$ cat src/rtl/tx_data_send_if.sv
// SpaceWire transmit encoder interface: link-FSM permissions, character sources,
// handshakes, credit feedback and the Data-Strobe line pair.
interface tx_data_send_if;
    logic       enable_tx;
    logic       send_null_tx;
    logic       send_fct_tx;
    logic       send_char_tx;
    logic       tickin_tx;
    logic [7:0] timein_tx;
    logic       fct_req;
    logic       data_valid;
    logic [8:0] data_in;
    logic       rx_got_fct;
    logic       dout;
    logic       sout;
    logic       data_ack;
    logic       tick_ack;
    logic       fct_sent;
    logic       credit_error;
    logic [5:0] credit;

    modport master (
        output enable_tx, send_null_tx, send_fct_tx, send_char_tx,
        output tickin_tx, timein_tx, fct_req, data_valid, data_in, rx_got_fct,
        input  dout, sout, data_ack, tick_ack, fct_sent, credit_error, credit
    );

    modport slave (
        input  enable_tx, send_null_tx, send_fct_tx, send_char_tx,
        input  tickin_tx, timein_tx, fct_req, data_valid, data_in, rx_got_fct,
        output dout, sout, data_ack, tick_ack, fct_sent, credit_error, credit
    );
endinterface

$ cat src/rtl/tx_data_send.sv
// SpaceWire transmit character encoder/serializer: picks the next character by priority,
// adds odd parity, shifts one bit per clock onto Data-Strobe lines and keeps TX credit.
module tx_data_send #(
    parameter int CREDIT_MAX = 56,
    parameter int FCT_CREDIT = 8
) (
    input logic           posedge_clk,
    input logic           tx_resetn,
    tx_data_send_if.slave bus
);
    typedef enum logic {ST_IDLE, ST_SHIFT} state_t;
    typedef enum logic [2:0] {CH_DATA, CH_FCT, CH_EOP, CH_EEP, CH_ESC} char_t;

    state_t     state_q, state_d;
    logic       dout_q, dout_d;
    logic       sout_q, sout_d;
    logic [8:0] sh_q, sh_d;
    logic [3:0] cnt_q, cnt_d;
    logic       par_q, par_d;
    logic [5:0] credit_q, credit_d;
    logic       tick_pend_q, tick_pend_d;
    logic [7:0] tick_time_q, tick_time_d;
    logic       esc_pend_q, esc_pend_d;
    char_t      esc_kind_q, esc_kind_d;
    logic [7:0] esc_byte_q, esc_byte_d;

    logic       select;
    logic       data_ack, tick_ack, fct_sent, credit_error, add_ok;
    char_t      ch_kind;
    logic [7:0] ch_byte;
    logic       esc_set;
    char_t      esc_set_kind;
    logic [7:0] esc_set_byte;
    logic       ctl;
    logic [7:0] payload;
    logic [9:0] frame;

    // NOTE: sequential state uses non-blocking assignments so every flop samples pre-edge values.
    always_ff @(posedge posedge_clk or negedge tx_resetn) begin
        if (!tx_resetn) state_q <= ST_IDLE;
        else            state_q <= state_d;
    end

    always_comb begin
        state_d = state_q;
        case (state_q)
            ST_IDLE:  if (bus.enable_tx)  state_d = ST_SHIFT;
            ST_SHIFT: if (!bus.enable_tx) state_d = ST_IDLE;
        endcase
    end

    // A new character is chosen on the cycle the previous one's last bit is on dout.
    always_comb begin
        // NOTE: every combinational output gets a default first so no latch is inferred.
        select       = bus.enable_tx && (state_q == ST_IDLE || cnt_q == 4'd0);
        ch_kind      = CH_ESC;
        ch_byte      = 8'h00;
        data_ack     = 1'b0;
        tick_ack     = 1'b0;
        fct_sent     = 1'b0;
        esc_set      = 1'b0;
        esc_set_kind = CH_FCT;
        esc_set_byte = 8'h00;
        if (select) begin
            if (esc_pend_q) begin
                ch_kind = esc_kind_q;
                ch_byte = esc_byte_q;
            end else if (tick_pend_q && bus.send_char_tx) begin
                tick_ack     = 1'b1;
                esc_set      = 1'b1;
                esc_set_kind = CH_DATA;
                esc_set_byte = tick_time_q;
            end else if (bus.fct_req && bus.send_fct_tx) begin
                ch_kind  = CH_FCT;
                fct_sent = 1'b1;
            end else if (bus.data_valid && bus.send_char_tx && credit_q != 6'd0) begin
                data_ack = 1'b1;
                if (bus.data_in[8]) ch_kind = bus.data_in[0] ? CH_EEP : CH_EOP;
                else begin
                    ch_kind = CH_DATA;
                    ch_byte = bus.data_in[7:0];
                end
            end else begin
                esc_set = 1'b1;
            end
        end
    end

    // Wire order is frame[0] first: P, C, then data/control bits.
    always_comb begin
        ctl     = 1'b1;
        payload = 8'h00;
        case (ch_kind)
            CH_DATA: begin ctl = 1'b0; payload = ch_byte; end
            CH_FCT:  payload = 8'b00;
            CH_EOP:  payload = 8'b01;
            CH_EEP:  payload = 8'b10;
            default: payload = 8'b11;
        endcase
        frame = {payload, ctl, ~(par_q ^ ctl)};
    end

    always_comb begin
        add_ok       = ({1'b0, credit_q} + 7'(FCT_CREDIT)) <= 7'(CREDIT_MAX);
        credit_error = bus.enable_tx && bus.rx_got_fct && !add_ok;

        dout_d      = 1'b0;
        sout_d      = 1'b0;
        sh_d        = 9'd0;
        cnt_d       = 4'd0;
        par_d       = 1'b0;
        credit_d    = 6'd0;
        tick_pend_d = 1'b0;
        tick_time_d = tick_time_q;
        esc_pend_d  = 1'b0;
        esc_kind_d  = esc_kind_q;
        esc_byte_d  = esc_byte_q;
        if (bus.enable_tx) begin
            if (select) begin
                dout_d     = frame[0];
                sh_d       = frame[9:1];
                cnt_d      = ctl ? 4'd3 : 4'd9;
                par_d      = ^payload;
                esc_pend_d = esc_set;
                esc_kind_d = esc_set_kind;
                esc_byte_d = esc_set_byte;
            end else begin
                dout_d     = sh_q[0];
                sh_d       = {1'b0, sh_q[8:1]};
                cnt_d      = cnt_q - 4'd1;
                par_d      = par_q;
                esc_pend_d = esc_pend_q;
            end
            // Strobe toggles only when data repeats, so exactly one line changes per bit.
            sout_d      = (dout_d == dout_q) ? ~sout_q : sout_q;
            credit_d    = 6'({1'b0, credit_q}
                             + ((bus.rx_got_fct && add_ok) ? 7'(FCT_CREDIT) : 7'd0)
                             - {6'd0, data_ack});
            tick_pend_d = bus.tickin_tx ? 1'b1 : (tick_ack ? 1'b0 : tick_pend_q);
            tick_time_d = bus.tickin_tx ? bus.timein_tx : tick_time_q;
        end
    end

    always_ff @(posedge posedge_clk or negedge tx_resetn) begin
        if (!tx_resetn) begin
            dout_q      <= 1'b0;
            sout_q      <= 1'b0;
            sh_q        <= 9'd0;
            cnt_q       <= 4'd0;
            par_q       <= 1'b0;
            credit_q    <= 6'd0;
            tick_pend_q <= 1'b0;
            tick_time_q <= 8'h00;
            esc_pend_q  <= 1'b0;
            esc_kind_q  <= CH_FCT;
            esc_byte_q  <= 8'h00;
        end else begin
            dout_q      <= dout_d;
            sout_q      <= sout_d;
            sh_q        <= sh_d;
            cnt_q       <= cnt_d;
            par_q       <= par_d;
            credit_q    <= credit_d;
            tick_pend_q <= tick_pend_d;
            tick_time_q <= tick_time_d;
            esc_pend_q  <= esc_pend_d;
            esc_kind_q  <= esc_kind_d;
            esc_byte_q  <= esc_byte_d;
        end
    end

    assign bus.dout         = dout_q;
    assign bus.sout         = sout_q;
    assign bus.data_ack     = data_ack;
    assign bus.tick_ack     = tick_ack;
    assign bus.fct_sent     = fct_sent;
    assign bus.credit_error = credit_error;
    assign bus.credit       = credit_q;
endmodule
$ cat src/flat_wrapper.sv
// flat-port wrapper written by rule: the top's interface ports become plain ports
module tx_data_send_flat 
#(
    parameter int CREDIT_MAX = 56,
    parameter int FCT_CREDIT = 8
)
  (posedge_clk, tx_resetn, bus_enable_tx, bus_send_null_tx, bus_send_fct_tx, bus_send_char_tx, bus_tickin_tx, bus_timein_tx, bus_fct_req, bus_data_valid, bus_data_in, bus_rx_got_fct, bus_dout, bus_sout, bus_data_ack, bus_tick_ack, bus_fct_sent, bus_credit_error, bus_credit);
  tx_data_send_if bus_i ();
  input logic posedge_clk;
  input logic tx_resetn;
  input wire logic [$bits(bus_i.enable_tx)-1:0] bus_enable_tx;
  input wire logic [$bits(bus_i.send_null_tx)-1:0] bus_send_null_tx;
  input wire logic [$bits(bus_i.send_fct_tx)-1:0] bus_send_fct_tx;
  input wire logic [$bits(bus_i.send_char_tx)-1:0] bus_send_char_tx;
  input wire logic [$bits(bus_i.tickin_tx)-1:0] bus_tickin_tx;
  input wire logic [$bits(bus_i.timein_tx)-1:0] bus_timein_tx;
  input wire logic [$bits(bus_i.fct_req)-1:0] bus_fct_req;
  input wire logic [$bits(bus_i.data_valid)-1:0] bus_data_valid;
  input wire logic [$bits(bus_i.data_in)-1:0] bus_data_in;
  input wire logic [$bits(bus_i.rx_got_fct)-1:0] bus_rx_got_fct;
  output wire logic [$bits(bus_i.dout)-1:0] bus_dout;
  output wire logic [$bits(bus_i.sout)-1:0] bus_sout;
  output wire logic [$bits(bus_i.data_ack)-1:0] bus_data_ack;
  output wire logic [$bits(bus_i.tick_ack)-1:0] bus_tick_ack;
  output wire logic [$bits(bus_i.fct_sent)-1:0] bus_fct_sent;
  output wire logic [$bits(bus_i.credit_error)-1:0] bus_credit_error;
  output wire logic [$bits(bus_i.credit)-1:0] bus_credit;
  assign bus_i.enable_tx = bus_enable_tx;
  assign bus_i.send_null_tx = bus_send_null_tx;
  assign bus_i.send_fct_tx = bus_send_fct_tx;
  assign bus_i.send_char_tx = bus_send_char_tx;
  assign bus_i.tickin_tx = bus_tickin_tx;
  assign bus_i.timein_tx = bus_timein_tx;
  assign bus_i.fct_req = bus_fct_req;
  assign bus_i.data_valid = bus_data_valid;
  assign bus_i.data_in = bus_data_in;
  assign bus_i.rx_got_fct = bus_rx_got_fct;
  assign bus_dout = bus_i.dout;
  assign bus_sout = bus_i.sout;
  assign bus_data_ack = bus_i.data_ack;
  assign bus_tick_ack = bus_i.tick_ack;
  assign bus_fct_sent = bus_i.fct_sent;
  assign bus_credit_error = bus_i.credit_error;
  assign bus_credit = bus_i.credit;
  tx_data_send #(.CREDIT_MAX(CREDIT_MAX), .FCT_CREDIT(FCT_CREDIT)) u_core (.posedge_clk(posedge_clk), .tx_resetn(tx_resetn), .bus(bus_i));
endmodule
$ cat config.mk
export PLATFORM = sky130hd
export DESIGN_NAME = tx_data_send_flat
export DESIGN_NICKNAME = d
export VERILOG_FILES = /design/src/rtl/tx_data_send_if.sv /design/src/rtl/tx_data_send.sv /design/src/flat_wrapper.sv
export SDC_FILE = /design/constraint.sdc
export NUM_CORES = 1
export LEC_CHECK = 0
export BUFFER_PORTS_ARGS = -buffer_cell sky130_fd_sc_hd__clkbuf_2
export CAP_MARGIN = 20
export CORE_ASPECT_RATIO = 0.9
export CORE_MARGIN = 1
export CORE_UTILIZATION = 55
export CTS_BUF_LIST = sky130_fd_sc_hd__clkbuf_8
export DETAILED_ROUTE_END_ITERATION = 7
export PLACE_DENSITY = 0.85
export SYNTH_ARGS = -nofsm -noshare
export SYNTH_HDL_FRONTEND = slang
export SYNTH_SLANG_ARGS = --single-unit
$ cat constraint.sdc
create_clock -name posedge_clk -period 7.6 [get_ports posedge_clk]
set_input_delay 1.52 -clock posedge_clk [delete_from_list [all_inputs] [get_ports posedge_clk]]
set_output_delay 1.52 -clock posedge_clk [all_outputs]
set_load 0.02 [all_outputs]
==> results.toml, run 1 <==
[final_layout]
fill_cells = 314
nets = 309
area.sequential_um2 = 1050
multi_input_area_um2 = 1200
drive_gt1_share_pct = 24.4
antenna_cells = 0
utilization_pct = 65.5
area_delta_synth_final_pct = 14.3
final_cell_count_no_fill = 319

[timing]
fin_crit_sh_pct = 60.3
worst_slack_ns = 3.02
whs_ns = 0.481
slew_headroom_pct = 35.3
slew_viol_final = 0
tightest_slew_ns = 0.969
rsz0062_at_grt = "no"
fmax_mhz = 218
layout_min_cycle_time_ns = 4.58
setup_viol = 0
hold_viol_final = 0
final.setup.tns_ns = 0
finClkSkew_ns = 0.00467

[detailed_routing]
drc = 0
drt_pre_antenna_iters = 4
num_vias = 1786
drt_iter0_markers = 128
drt_wl_total_um = 4700
ant_nets = 0
vias_per_cell = 5.60
wl_per_cell_um = 14.7

[clocking]
clock_sinks = 42
hold_buffers = 0
htree_levels = 2
cts_setup_buffers = 0
root_buffer = "clkbuf_8"
cts_buffer_depth = 2
cts_resized = 0
insertion_delay_ns = 0.30
cts_tree = "built"
clk_pin_slew_ns = 0.08
cts_buffers = 5

[pwr]
clkPwrFrac_pct = 26.4
p_sw_share_pct = 34.1
power.density_nw_per_um2 = 246
leakage_uw = 0.00134
intPower_uw = 436
p_switching_uw = 226
peakVddDrop_uv = 158
power_frac_comb_pct = 31.3
seqPwrFrac_pct = 42.2

[synthesis]
yosysUniqueCellTypes = 49
ys.flop_type = "dfrtp_1"
synth_top_area_cell = "dfrtp_1"
synth_warnings = 0
synth_top_area_share_pct = 43.6
netlist_area_um2 = 2350
syn_nets = 272
ys_ff_latch = 42
ys_seq_area_share_pct = 44.7
synthCells = 233
yosys-top-cells-count = "dfrtp_1 (41), nand2_1 (30), nor2_1 (22), inv_1 (15)"
synth_edf_count = 0
synthTopCellsByArea = "dfrtp_1 (44%), ha_1 (5.9%), nand2_1 (4.8%)"
synth.most_common_cell = "dfrtp_1"
syn_area_per_cell_um2 = 10.1
async_flop_share_pct = 100

[critical_path]
critPathMaxFanout = 11
worst-r2r-setup-slack_ns = 4.51
arrival_ns = 3.06
startpoint_type = "primary input"
critical_path_class = "primary input to output pin"
worstPathRequired_ns = 6.08
cp-end-kind = "output pin"

[grt]
grt_start_max_net_pins = 43
antenna_found_initial = 0
grt_pass1_vias = 1796
grt_pass1_wl_um = 8250
grt_usage_pct = 23.6
grt.overflow.total = 0

[floorplan]
die_y_um = 64.0
core-area_um2 = 4100
die-area_um2 = 4540
die_w_um = 70.9
rows = 22
start_util_pct = 57.4
boundaryPins = 39

[job]
cap_violations = 0

[place]
dp_hpwl_um = 3420
gp_congestion = 0.852
preCtsSetupSlack_ns = 3.11
placedCellCount = 310
port_buffers = 37

[min_path]
worst_hold_path_type = "register to register"

[outcome]
status = "complete, no violations"
## stage by stage
| stage | total power [uW] | area (um2) |
|---|---|---|
| floorplan | 436 | 2350 |
| global placement | 480 | 2560 |
| detailed placement | 489 | 2560 |
| CTS | 665 | 2670 |
| global route | 704 | 2690 |
| finish | 662 | 2690 |
## state kept, by name, indices dropped and copies added, names as in the netlist
register	cells
u_core.sh_q	9
u_core.esc_byte_q	8
u_core.tick_time_q	8
u_core.bus.credit	6
u_core.cnt_q	4
u_core.bus.dout	1
u_core.bus.sout	1
u_core.esc_kind_q	1
u_core.esc_pend_q	1
u_core.par_q	1
u_core.state_q	1
u_core.tick_pend_q	1
## cells in the final DEF, fill, tap and decap left out, types with 2 or more instances in the layout
master / count
a21oi_1: 10
a22o_1: 3
xor2_1: 10
ha_1: 11
mux2i_1: 2
inv_1: 15
o2bb2ai_1: 2
dfrtp_1: 41
a21o_1: 6
nand3_1: 11
o211ai_1: 2
and4_2: 2
nand2_1: 30
clkbuf_2: 37
clkinv_2: 2
clkbuf_8: 5
o21ai_0: 4
and2_1: 3
nor2_1: 22
nor4_1: 2
nor3_1: 3
xnor2_1: 4
a22oi_1: 6
a2bb2oi_1: 3
nand4_1: 2
mux2_2: 8
## power groups by stage
stage | clock [uW] | sequential, uW | combinational, uW
2_1_floorplan | 0 | 287 | 149
3_3_place_gp | 0 | 282 | 198
3_5_place_dp | 0 | 284 | 205
4_1_cts | 178 | 280 | 207
5_1_grt | 187 | 284 | 233
6_report | 175 | 280 | 207
## worst paths after layout
check	depth (start not counted)	endpoint	from
max	6	bus_tick_ack	bus_send_char_tx
min	2	u_core.sh_q[0]	u_core.sh_q[1]
max reg2reg	15	u_core.bus.credit[5]	u_core.cnt_q[0]
min reg2reg	2	u_core.sh_q[0]	u_core.sh_q[1]
max in group asynchronous	2	u_core.esc_kind_q[0]	tx_resetn
min in group asynchronous	1	u_core.tick_time_q[5]	tx_resetn
## worst max-delay path, cell delays in order
cell      delay, ns
clkbuf_2       0.09
and2_1         0.20
nor2b_1        0.79
nand2_1        0.18
inv_1          0.11
clkbuf_2       0.17
## cell families (layout without fill, tap and decap cells)
| group | Yosys count | in the layout | share of synthesized area, % |
|---|---|---|---|
| AND/OR/NAND/NOR | 84 | 84 | 17.5 |
| XOR/XNOR | 14 | 14 | 5.21 |
| multiplexers | 10 | 10 | 4.68 |
| adder cells (fa/ha/maj) | 12 | 12 | 6.70 |
| flip-flops | 42 | 42 | 44.7 |
| AO/OA/AOI/OAI | 48 | 48 | 17.1 |
| buffers and inverters | 23 | 61 | 4.04 |
## cell type report
| cell class | instances | area share [%] |
|---|---|---|
| clock buffers | 5 | 2.56 |
| repair buffers | 38 | 7.64 |
| multi-input cells | 168 | 44.8 |
| inverters | 15 | 2.09 |
| flip-flops and latches | 42 | 39.2 |
| well taps | 48 | 2.23 |
| clock inverters | 3 | 1.49 |
## metal layers
metal,GRT usage [%],share of wire (%)
met3,5.99,4.4
met4,6.75,0.89
met2,38.7,48
met5,0,0
met1,31.2,47
(Power assumes the default switching activity.)
==> run 2, diff against run 1 <==
--- a/config.mk
+++ b/config.mk
@@ -9,10 +9,10 @@
 export CAP_MARGIN = 20
 export CORE_ASPECT_RATIO = 0.9
 export CORE_MARGIN = 1
-export CORE_UTILIZATION = 55
+export CORE_UTILIZATION = 53
 export CTS_BUF_LIST = sky130_fd_sc_hd__clkbuf_8
 export DETAILED_ROUTE_END_ITERATION = 7
-export PLACE_DENSITY = 0.85
+export PLACE_DENSITY = 0.86
 export SYNTH_ARGS = -nofsm -noshare
 export SYNTH_HDL_FRONTEND = slang
 export SYNTH_SLANG_ARGS = --single-unit
==> constraint.sdc (replaced) <==
create_clock -name posedge_clk -period 4 [get_ports posedge_clk]
set_input_delay 0.8 -clock posedge_clk [delete_from_list [all_inputs] [get_ports posedge_clk]]
set_output_delay 0.8 -clock posedge_clk [all_outputs]
set_load 0.02 [all_outputs]
==> run 2 against run 1 <==
- total power up 85%
- hold slack worse by 0.081 ns
- combinational power up 97%
- design area up 0.88%
- clock-buffer cell count up 1
==> results.toml, run 2 (same netlist as run 1, synthesis figures left out) <==
[outcome]
status = "complete, no violations"

[floorplan]
die_y_um = 65.2
start_util_pct = 56.6
core-area_um2 = 4160
rows = 22
die-area_um2 = 4710
die_w_um = 72.2
boundaryPins = 39

[grt]
grt_pass1_wl_um = 8100
grt_usage_pct = 22.3
grt.overflow.total = 0
grt_pass1_vias = 1820
grt_start_max_net_pins = 43
antenna_found_initial = 0

[detailed_routing]
drt_pre_antenna_iters = 4
vias_per_cell = 5.74
ant_nets = 0
drt_iter0_markers = 160
drc = 0
num_vias = 1918
wl_per_cell_um = 14.8
drt_wl_total_um = 4950

[timing]
rsz0062_at_grt = "no"
worst_slack_ns = 1.10
slew_headroom_pct = 53.8
slew_viol_final = 0
fmax_mhz = 345
setup_viol = 0
finClkSkew_ns = 0.00682
layout_min_cycle_time_ns = 2.90
final.setup.tns_ns = 0
fin_crit_sh_pct = 72.5
tightest_slew_ns = 0.693
whs_ns = 0.400
hold_viol_final = 0

[clocking]
cts_setup_buffers = 0
cts_buffer_depth = 2
cts_tree = "built"
insertion_delay_ns = 0.29
cts_resized = 0
hold_buffers = 0
htree_levels = 2
clock_sinks = 42
cts_buffers = 5
root_buffer = "clkbuf_8"
clk_pin_slew_ns = 0.08

[critical_path]
arrival_ns = 2.10
critical_path_class = "register to output pin"
reg2reg_depth = 15
cp.depth = 8
cp-end-kind = "output pin"
crit_slowest_cell = "or3b_4"
worstReg2RegStart = "u_core.cnt_q[0]"
startpoint_type = "register"
critPathMaxFanout = 16
worst-r2r-setup-slack_ns = 1.18
crit_buf_inv = 4
endpoint = "bus_tick_ack"
crit_chain = "inv_1 -> ha_1 -> or3b_4 -> a21oi_4 -> buf_4 -> nand2_1 -> inv_1 -> clkbuf_2"
max_stage_delay_ns = 0.41
crit_family = "buffers and inverters"
startpoint = "u_core.cnt_q[0]"
path_common_cell = "inv_1"
worstPathRequired_ns = 3.20
r2r-end = "u_core.bus.credit[5]"

[place]
gp_congestion = 0.834
preCtsSetupSlack_ns = 0.976
dp_hpwl_um = 3620
placedCellCount = 325
port_buffers = 37

[final_layout]
area_delta_synth_final_pct = 15.3
reg_top3 = "u_core.sh_q x9, u_core.esc_byte_q x8, u_core.tick_time_q x8"
antenna_cells = 0
final_cell_count_no_fill = 334
drive_gt1_share_pct = 25.2
nets = 312
final_cell_mix = "dfrtp_1 (41), clkbuf_2 (37), nand2_1 (30)"
final_common_cell = "dfrtp_1"
fill_cells = 336
largest_register_ffs = 9
largest_register = "u_core.sh_q"
area.sequential_um2 = 1050
multi_input_area_um2 = 1200

[pwr]
peakVddDrop_uv = 218
leakage_uw = 0.00135
power.density_nw_per_um2 = 452

[job]
cap_violations = 0

[min_path]
worst_hold_path_type = "primary input to async pin"
run 2: routing by layer:
layer	part of all wire, %	routed length (um)	GRT usage (%)
met5	0	0	0
met4	0.95	47	6.62
met3	6.8	338	4.75
met2	47	2350	36.9
met1	45	2220	29.6
run 2: worst min path at each step:
stage                                      end
after floorplan                 u_core.sh_q[4]
after global placement          u_core.sh_q[4]
after detailed placement        u_core.sh_q[7]
after CTS                 u_core.esc_byte_q[0]
after global routing         u_core.esc_pend_q
final                     u_core.bus.credit[5]
run 2: cell type report:
cell class / count / area share, %
clock inverter: 2 / 0.461
timing repair buffer: 41 / 8.40
inverter: 15 / 2.08
tap: 60 / 2.77
clock buffer: 6 / 3.05
multi-input combinational: 168 / 44.4
sequential: 42 / 38.8
run 2: report_power, final:
group | switching (uW) | internal, uW
sequential | 54.9 | 478
clock | 147 | 139
combinational | 235 | 172
run 2: stage by stage:
stage	total power, uW	util, %	cell area (um2)
floorplan	828	-	2350
global placement	915	62.5	2600
detailed placement	938	62.5	2600
CTS	1220	64.8	2690
global route	1290	65.2	2710
finish	1230	65.2	2710
==> run 3, diff against run 2 <==
==> constraint.sdc (replaced) <==
create_clock -name posedge_clk -period 2.6 [get_ports posedge_clk]
set_input_delay 0.52 -clock posedge_clk [delete_from_list [all_inputs] [get_ports posedge_clk]]
set_output_delay 0.52 -clock posedge_clk [all_outputs]
set_load 0.02 [all_outputs]
==> run 3 against run 2 <==
- the flow now finishes with violations (setup timing)
- clock-buffer cell count is 1 lower
- sequential power is 52% higher
- clock skew is 0.0015 ns lower
- routed wire length is 10% higher
- die area stayed put
- critical path type is now register to register
- highest routed layer unchanged
==> results.toml, run 3 (same netlist as run 1, synthesis figures left out) <==
[outcome]
status = "finished, violations left"
failed_checks = "setup timing"

[pwr]
p_sw_share_pct = 32.9
intPower_uw = 1430
fin_total_pwr_uw = 2140
power_frac_comb_pct = 33.3
leakage_uw = 0.00143
peakVddDrop_uv = 417
seqPwrFrac_pct = 37.8
clkPwrFrac_pct = 28.9
power.density_nw_per_um2 = 736
p_switching_uw = 703

[critical_path]
cp-end-kind = "register"
crit_chain = "inv_2 -> ha_4 -> or3b_4 -> a21oi_4 -> and3_4 -> ha_4 -> inv_2 -> ha_4 -> inv_2 -> fa_2 -> inv_2 -> a21o_1 -> a21oi_2 -> xnor2_1 -> nor2_1"
worst-r2r-setup-slack_ns = -0.02
crit_slowest_cell = "dfrtp_1"
critical_path_class = "register to register"
critPathMaxFanout = 2
path_common_cell = "inv_2"
arrival_ns = 2.81
reg2reg_depth = 15
r2r-end = "u_core.bus.credit[5]"
worstPathRequired_ns = 2.79
worstReg2RegStart = "u_core.cnt_q[1]"
startpoint_type = "register"
max_stage_delay_ns = 0.40

[grt]
grt_pass1_vias = 1996
grt_pass1_wl_um = 9270
grt_start_max_net_pins = 25
grt.overflow.total = 0
grt_usage_pct = 25.9
antenna_found_initial = 0

[clocking]
root_buffer = "clkbuf_8"
cts_buffer_depth = 2
cts_buffers = 5
insertion_delay_ns = 0.30
clock_sinks = 42
cts_tree = "built"
clk_pin_slew_ns = 0.08
htree_levels = 2

[place]
placedCellCount = 333
port_buffers = 37
gp_congestion = 0.896
dp_hpwl_um = 3920
preCtsSetupSlack_ns = -0.0308

[timing]
slew_headroom_pct = 63.1
tightest_slew_ns = 0.549
worst_slack_ns = -0.0210
finClkSkew_ns = 0.00527
fin_crit_sh_pct = 101
whs_ns = 0.184
slew_viol_final = 0
final.setup.tns_ns = -0.0210
fmax_mhz = 382
setup_viol = 1
rsz0062_at_grt = "yes"
hold_viol_final = 0
layout_min_cycle_time_ns = 2.62

[detailed_routing]
num_vias = 1909
wl_per_cell_um = 15.8
drt_iter0_markers = 92
vias_per_cell = 5.52
ant_nets = 0
drc = 0
drt_wl_total_um = 5460
drt_pre_antenna_iters = 4

[floorplan]
die_y_um = 65.2
die_w_um = 72.2
boundaryPins = 39
die-area_um2 = 4710
core-area_um2 = 4160
rows = 22
start_util_pct = 56.6

[final_layout]
nets = 324
reg_top3 = "u_core.sh_q x9, u_core.esc_byte_q x8, u_core.tick_time_q x8"
final_cell_mix = "dfrtp_1 (40), clkbuf_2 (37), nand2_1 (30)"
largest_register_ffs = 9
antenna_cells = 0
final_cell_count_no_fill = 346
largest_register = "u_core.sh_q"
drive_gt1_share_pct = 32.9
final_common_cell = "dfrtp_1"
area_delta_synth_final_pct = 23.4

[min_path]
worst_hold_path_type = "primary input to async pin"

[job]
cap_violations = 0
## run 3: per-layer routing
layer	share of wire (%)	global-route usage [%]	wire length (um)
met1	42	31.4	2290
met2	52	45.7	2810
met3	4.6	5.37	252
met4	1.9	8.58	102
met5	0	0	0
## run 3: area by class of cell
class                           count  area [um2]
Clock buffer                        5        68.8
Sequential cell                    42        1050
Fill cell                         320        1250
Clock inverter                      3        68.8
Inverter                           15        56.3
Timing Repair Buffer               53         318
Tap cell                           60        75.1
Multi-Input combinational cell    168        1260
## run 3: power groups by stage
stage / Sequential (uW) / Clock [uW] / Combinational, uW
3_3_place_gp: 810 / 0 / 655
4_1_cts: 807 / 625 / 694
3_5_place_dp: 819 / 0 / 679
6_report: 808 / 618 / 711
5_1_grt: 819 / 654 / 782
2_1_floorplan: 840 / 0 / 455
## run 3: metrics by stage
stage                     util (%)  area (um2)
after floorplan                  -        2380
after global placement        64.9        2700
after detailed placement      64.9        2700
after CTS                     68.5        2850
after global routing          69.8        2900
final                         69.8        2900
## run 3: timing repair
action / 4_1_cts / 5_1_grt
buffers inserted: 2 / 3
pin swaps: 0 / 9
gates resized for setup: 0 / 9
hold buffers: 0 / 0
endpoints found under the setup margin: 4 / 6
## run 3: worst max-delay path by stage
stage | cells past startpoint | slack [ns] | endpoint | from
floorplan | 13 | 0.003 | u_core.bus.credit[5] | u_core.bus.credit[1]
global placement | 15 | 0.07 | u_core.bus.credit[5] | u_core.cnt_q[0]
detailed placement | 15 | -0.03 | u_core.bus.credit[5] | u_core.cnt_q[0]
CTS | 15 | 0.001 | u_core.bus.credit[5] | u_core.cnt_q[0]
global route | 15 | -0.12 | u_core.bus.credit[5] | u_core.cnt_q[1]
finish | 15 | -0.02 | u_core.bus.credit[5] | u_core.cnt_q[1]
## run 3: critical path, delay by kind of cell, from the launching register on
kind / cells / cell delay [ns]
compound gates: 3 / 0.50
xor+xnor: 1 / 0.13
fa+ha+maj: 4 / 0.61
buf+inv: 4 / 0.20
flops: 1 / 0.40
simple gates: 3 / 0.67
